--- src/rtl/spi_controller.sv ---
// SPI mode-0 register-write controller: 16-bit frame {wr, addr, wdata}, MSB first.
// Define SPI_CTRL_READ_EN to build the cipo read-back path into rdata.
module spi_controller #(
    parameter int CLK_DIV = 4
) (
    input  logic       clk,
    input  logic       rst,
    input  logic       start,
    input  logic       wr,
    input  logic [6:0] addr,
    input  logic [7:0] wdata,
    input  logic       cipo,
    output logic       busy,
    output logic       done,
    output logic [7:0] rdata,
    output logic       sclk,
    output logic       copi,
    output logic       ncs
);

    typedef enum logic [2:0] {
        IDLE,
        SETUP,
        SHIFT_HI,
        SHIFT_LO,
        HOLD,
        GAP
    } state_t;

    localparam logic [7:0] DIV_LAST = 8'(CLK_DIV - 1);
    localparam logic [7:0] DIV_PRE  = 8'(CLK_DIV - 2);

    state_t      state;
    logic [7:0]  div;
    logic [3:0]  bit_cnt;
    // copi holds frame bit 15; the remaining 15 bits wait here
    logic [14:0] shreg;
    logic        div_end;

    assign div_end = (div == DIV_LAST);

`ifdef SPI_CTRL_READ_EN
    logic       rd_frame;
    logic [7:0] rx_sh;
`else
    logic unused_cipo;
    assign unused_cipo = cipo;
    assign rdata       = 8'h00;
`endif

    // Frame sequencer: every phase lasts one divider period; the gap is one
    // cycle short so that gap plus the idle cycle give CLK_DIV cycles of ncs high.
    always_ff @(posedge clk) begin
        if (rst) begin
            state   <= IDLE;
            div     <= '0;
            bit_cnt <= '0;
            shreg   <= '0;
            busy    <= 1'b0;
            done    <= 1'b0;
            sclk    <= 1'b0;
            copi    <= 1'b0;
            ncs     <= 1'b1;
`ifdef SPI_CTRL_READ_EN
            rd_frame <= 1'b0;
            rx_sh    <= '0;
            rdata    <= '0;
`endif
        end else begin
            done <= 1'b0;
            unique case (state)
                IDLE: begin
                    if (start) begin
                        state   <= SETUP;
                        busy    <= 1'b1;
                        ncs     <= 1'b0;
                        sclk    <= 1'b0;
                        copi    <= wr;
                        shreg   <= {addr, wdata};
                        div     <= '0;
                        bit_cnt <= '0;
`ifdef SPI_CTRL_READ_EN
                        rd_frame <= ~wr;
`endif
                    end
                end
                SETUP: begin
                    if (div_end) begin
                        state <= SHIFT_HI;
                        sclk  <= 1'b1;
                        div   <= '0;
                    end else begin
                        div <= div + 8'd1;
                    end
                end
                SHIFT_HI: begin
                    if (div_end) begin
                        state <= SHIFT_LO;
                        sclk  <= 1'b0;
                        copi  <= shreg[14];
                        shreg <= {shreg[13:0], 1'b0};
                        div   <= '0;
`ifdef SPI_CTRL_READ_EN
                        if (bit_cnt[3]) begin
                            rx_sh <= {rx_sh[6:0], cipo};
                        end
`endif
                    end else begin
                        div <= div + 8'd1;
                    end
                end
                SHIFT_LO: begin
                    if (div_end) begin
                        div <= '0;
                        if (bit_cnt == 4'd15) begin
                            state <= HOLD;
                        end else begin
                            state   <= SHIFT_HI;
                            sclk    <= 1'b1;
                            bit_cnt <= bit_cnt + 4'd1;
                        end
                    end else begin
                        div <= div + 8'd1;
                    end
                end
                HOLD: begin
                    if (div_end) begin
                        state <= GAP;
                        ncs   <= 1'b1;
                        copi  <= 1'b0;
                        div   <= 8'd1;
                    end else begin
                        div <= div + 8'd1;
                    end
                end
                GAP: begin
                    if (div == DIV_PRE) begin
                        done <= 1'b1;
`ifdef SPI_CTRL_READ_EN
                        if (rd_frame) begin
                            rdata <= rx_sh;
                        end
`endif
                    end
                    if (div_end) begin
                        state <= IDLE;
                        busy  <= 1'b0;
                        div   <= '0;
                    end else begin
                        div <= div + 8'd1;
                    end
                end
                default: begin
                    state <= IDLE;
                end
            endcase
        end
    end

endmodule

--- config.mk ---
export PLATFORM = sky130hd
export DESIGN_NAME = spi_controller
export DESIGN_NICKNAME = d
export VERILOG_FILES = /design/src/rtl/spi_controller.sv
export SDC_FILE = /design/constraint.sdc
export NUM_CORES = 1
export LEC_CHECK = 0
export ABC_AREA = 1
export CAP_MARGIN = 10
export CORE_ASPECT_RATIO = 1.4
export CORE_MARGIN = 5
export CORE_UTILIZATION = 45
export CTS_BUF_LIST = sky130_fd_sc_hd__clkbuf_8
export DETAILED_ROUTE_END_ITERATION = 8
export PLACE_DENSITY = 0.72
export SYNTH_ARGS = -nofsm -noshare
export SYNTH_HDL_FRONTEND = slang
export SYNTH_SLANG_ARGS = --single-unit
--- constraint.sdc ---
create_clock -name clk -period 1.6 [get_ports clk]
set_input_delay 0.24 -clock clk [delete_from_list [all_inputs] [get_ports clk]]
set_output_delay 0.24 -clock clk [all_outputs]
set_load 0.01 [all_outputs]
# After elaboration in Yosys (flattened, before gate mapping)
# Cells that the tools add are included.
# W data, S select, Z words.
# classes
add_sub_neg	2
eq_ne	15
mux	32
bitwise	1
reduce_logical	18
# op_table
operator	count
$mux W15	2
$pmux W15 S2	1
$mux W8	3
$pmux W8 S3	1
$mux W3	7
$pmux W3 S6	1
$eq A8 B2 Y1 const B	2
$ne A2 B2 Y1 const B	7
$mux W4	3
$reduce_and A6 Y1	2
$mux W1	9
$reduce_and A3 Y1	3
$add A8 B1 Y8 const B	1
$pmux W4 S2	1
$reduce_and A4 Y1	2
$reduce_bool A2 Y1	4
$eq A3 B2 Y1 const B	2
$eq A3 B3 Y1 const B	2
$reduce_bool A3 Y1	2
$add A4 B1 Y4 const B	1
$eq A4 B4 Y1 const B	1
$pmux W1 S2	2
$pmux W1 S4	1
$reduce_bool A4 Y1	1
7 further kinds	7
# word_totals
ff_bits	35
input_bits	20
out_inout_bits	13
wordCells	77

# Logic depth before layout (Yosys ltp)
# depth
word_depth	4
mapped_depth	10
ltp_nobuf	10

# Least setup slack after synthesis
# Ideal clock, no wire load.
# synth_path
kind	register -> register
from	reg div[1]
to	reg shreg[6]
setup_time_ns	0.132
arrival_time_ns	1.381
required_ns	1.468
setup_slack_ns	0.087
stages_incl_launch_ff	10
n_path_buf	1
period_less_slack_ns	1.513
path_cell_list	dfxtp_1 -> ha_1 -> nand2_1 -> inv_1 -> nand2_1 -> a21oi_4 -> nand2_4 -> buf_6 -> nand2_1 -> a21oi_1
# synth_between
elab_chain_len	3
# synth_lines
element	line_no	rtl
from (decl)	34	logic [7:0] div;
from (signal assigned)	93	div <= div + 8'd1;
from (signal assigned)	109	div <= div + 8'd1;
from (signal assigned)	123	div <= div + 8'd1;
$eq A8 B2 Y1	40	assign div_end = (div == DIV_LAST);
$ne A2 B2 Y1 (no line)	n/a	
$reduce_and A3 Y1 (no line)	n/a	
to (signal assigned)	79	shreg <= {addr, wdata};
to (signal assigned)	101	shreg <= {shreg[13:0], 1'b0};
to (decl)	37	logic [14:0] shreg;
# Every way passes these cells.
# A chain may end at the register's enable or synchronous reset.

# Worst setup path after layout
# layout_path
from	reg div[1]
to	reg shreg[5]
# Same word-level chain as after synthesis.

==> flow_metrics.tcl <==
set metrics [dict create \
    drive_gt1_frac 0.1373 \
    grt_pass1_vias 1889 \
    whs_ns 0.4619 \
    comb_power_share 0.468 \
    fin_crit_ns 1.504 \
    die_h_microns 88.77 \
    tns_ns 0 \
    grt_use_met1 0.1760 \
    setup_viol 0 \
    synth.ff_latch_count 35 \
    drc 0 \
    row_count 28 \
    ioPinCount 33 \
    register_area_sq_um 701.9 \
    port_buffers 23 \
    drt_iter0_drc 103 \
    cts_root_buf "clkbuf_8" \
    crit_fanout 6 \
    p_sw_frac 0.3949 \
    clkPwrFrac 0.196 \
    power_frac_seq 0.336 \
    report.final.slew_viol_count 0 \
    clk_path_buf_depth 2 \
    final_cells 417 \
    min_period_over_period 0.9399 \
    path_clk_slew_ns 0.07 \
    grt_pass1_wl_mm 7.728 \
    fmaxAchievable_ghz 0.6650 \
    synth_area_per_cell_sq_um 6.372 \
    holdPathStages 2 \
    p_leak_nw 1.222 \
    antenna_found_initial 0 \
    syn_to_final_growth_pct 25.66 \
    gr-total-overflow 0 \
    viasPerCell 4.799 \
    grt_util_met2 0.3089 \
    die_x_microns 66.27 \
    wl_per_cell_microns 11.06 \
    cpPeakStageDelay_ns 0.34 \
    drtPass1Iterations 4 \
    worstPathArrival_ns 1.72 \
    numCtsBuffers 5 \
    layout_setup_ws_ns 0.09616 \
    initial_core_util 0.4666 \
    worst_r2r_path_depth 8 \
    tritoncts "done" \
    grt_busiest_layer "met2" \
    coreArea_sq_um 4274 \
    fin_worst_skew_ns 0.004863 \
    place_ws_ns 0.03064 \
    fillerInstances 422 \
    rsz0062_at_grt "no" \
    crit_chain "ha_1 > nand2_1 > inv_1 > nand2_2 > a21oi_4 > buf_4 > nand3_1 > a21oi_1" \
    gr-usage-met3 0.03685 \
    crit_type "reg -> reg" \
    clock-sinks 35 \
    clock_latency_ns 0.28 \
    hpwl_mm 3.404 \
    syn_area_sq_um 1994 \
    end_kind "register" \
    cap_viol_max_count 0 \
    diodes 0 \
    cts-htree-levels 2 \
    critPathLaunchType "register" \
    grt_max_degree 21 \
    status "finished clean" \
    routed-via-count 2001 \
    min_path_type "reg -> reg" \
    grt_use_total 0.1671 \
    yosysWarnings 0 \
    placedCellCount 408 \
    multiInputGateArea_sq_um 1089 \
    gp_congestion 0.8869 \
    ys_types 28 \
    synth-seq-area-share 0.3513 \
    powerDensity_nw_per_um2 1406 \
    nets 379 \
    cp_slowest_cell "dfxtp_1" \
    hold_viol_final 0 \
    cp.required_ns 1.81 \
    layout_commonest_cell "nand2_1" \
    p_int_w 0.002132 \
    layout_common_cells "107 x nand2_1, 34 x dfxtp_1, 32 x inv_1" \
    ant_nets 0 \
    wirelength_mm 4.614 \
    net-switching-power_w 0.001391 \
    ir_drop_uv 627.3 \
    synth_cells 313 \
    die_area_sq_um 5882 \
]
-- synth_stat cells, drive strengths merged --
library cell  count  area, sq um
nor2             32        130.1
o211ai            3        22.52
nand3            27        135.1
o21ai             8        40.04
ha                3        37.54
o22ai             1        6.260
inv              35        133.9
xor2              3        26.28
a21oi            26        141.4
o221ai            1        8.760
clkbuf            4        15.01
buf              13        100.1
conb              1        3.750
nand3b            2        15.01
o21bai            1        7.510
nand4             1        6.260
nor3              4        20.02
dfxtp            35        700.7
nand2           113        444.2
-- per-layer routing --
layer | vias to the layer above | share of wire
li1 | 1060 | -
met1 | 896 | 0.44
met2 | 36 | 0.50
met3 | 9 | 0.040
met4 | 0 | 0.020
met5 | - | 0
-- power by group through the flow --
stage | Clock [W] | Combinational [W] | Sequential, W
global route | 0.000762 | 0.00185 | 0.00121
detailed placement | 0 | 0.00160 | 0.00120
CTS | 0.000716 | 0.00161 | 0.00118
global placement | 0 | 0.00158 | 0.00119
floorplan | 0 | 0.00111 | 0.00122
finish | 0.000691 | 0.00165 | 0.00118
-- repair_timing --
item / in CTS / in global routing
hold buffers: 0 / 0
resized for setup: 0 / 10
buffers inserted: 0 / 1
setup endpoints to repair: 0 / 23
-- critical path: cells and delay by family (launching register included) --
kind	cells	cell delay (ns)
fa+ha+maj	1	0.18
flops	1	0.34
compound gates	2	0.39
buf+inv	2	0.26
simple gates	3	0.25
-- flip-flops by register name, indices dropped and copies added (netlist names) --
signal	cells
shreg	15
div	8
bit_cnt	4
state	3
busy	1
copi	1
done	1
ncs	1
sclk	1
-- metrics by stage --
stage          total power, W    util  cell area [sq um]
6_report             0.003524  0.5864               2506
5_1_grt              0.003818  0.5864               2506
4_1_cts              0.003504  0.5793               2476
3_5_place_dp         0.002797  0.5559               2376
3_3_place_gp         0.002770  0.5559               2376
2_1_floorplan        0.002324       -               2021
-- logic make-up (layout without fill, tap and decap cells) --
logic type      after synthesis  in the layout  share of synthesized area
buf+inv                      52             89                     0.1248
simple gates                179            179                     0.3764
compound gates               40             40                     0.1136
fa+ha+maj                     3              3                    0.01882
flops                        35             35                     0.3513
xor+xnor                      3              3                    0.01318
other cells                   1              8                   0.001880
-- worst paths after layout --
kind	start	end	slack, ns
setup reg to reg	div[1]$_SDFFE_PP0P_	shreg[5]$_SDFFE_PP0P_	0.1
hold reg to reg	shreg[11]$_SDFFE_PP0P_	shreg[11]$_SDFFE_PP0P_	0.46
hold / removal	shreg[11]$_SDFFE_PP0P_	shreg[11]$_SDFFE_PP0P_	0.46
setup / recovery	div[1]$_SDFFE_PP0P_	shreg[5]$_SDFFE_PP0P_	0.1
-- final cells by class --
| type | count | share of cell area |
|---|---|---|
| Clock buffer | 7 | 0.03844 |
| Clock inverter | 1 | 0.001498 |
| Inverter | 35 | 0.05342 |
| Multi-Input combinational cell | 233 | 0.4343 |
| Sequential cell | 35 | 0.2801 |
| Tap cell | 60 | 0.02996 |
| Timing Repair Buffer | 46 | 0.1623 |
Note: power is estimated with default switching activity, not from simulation.
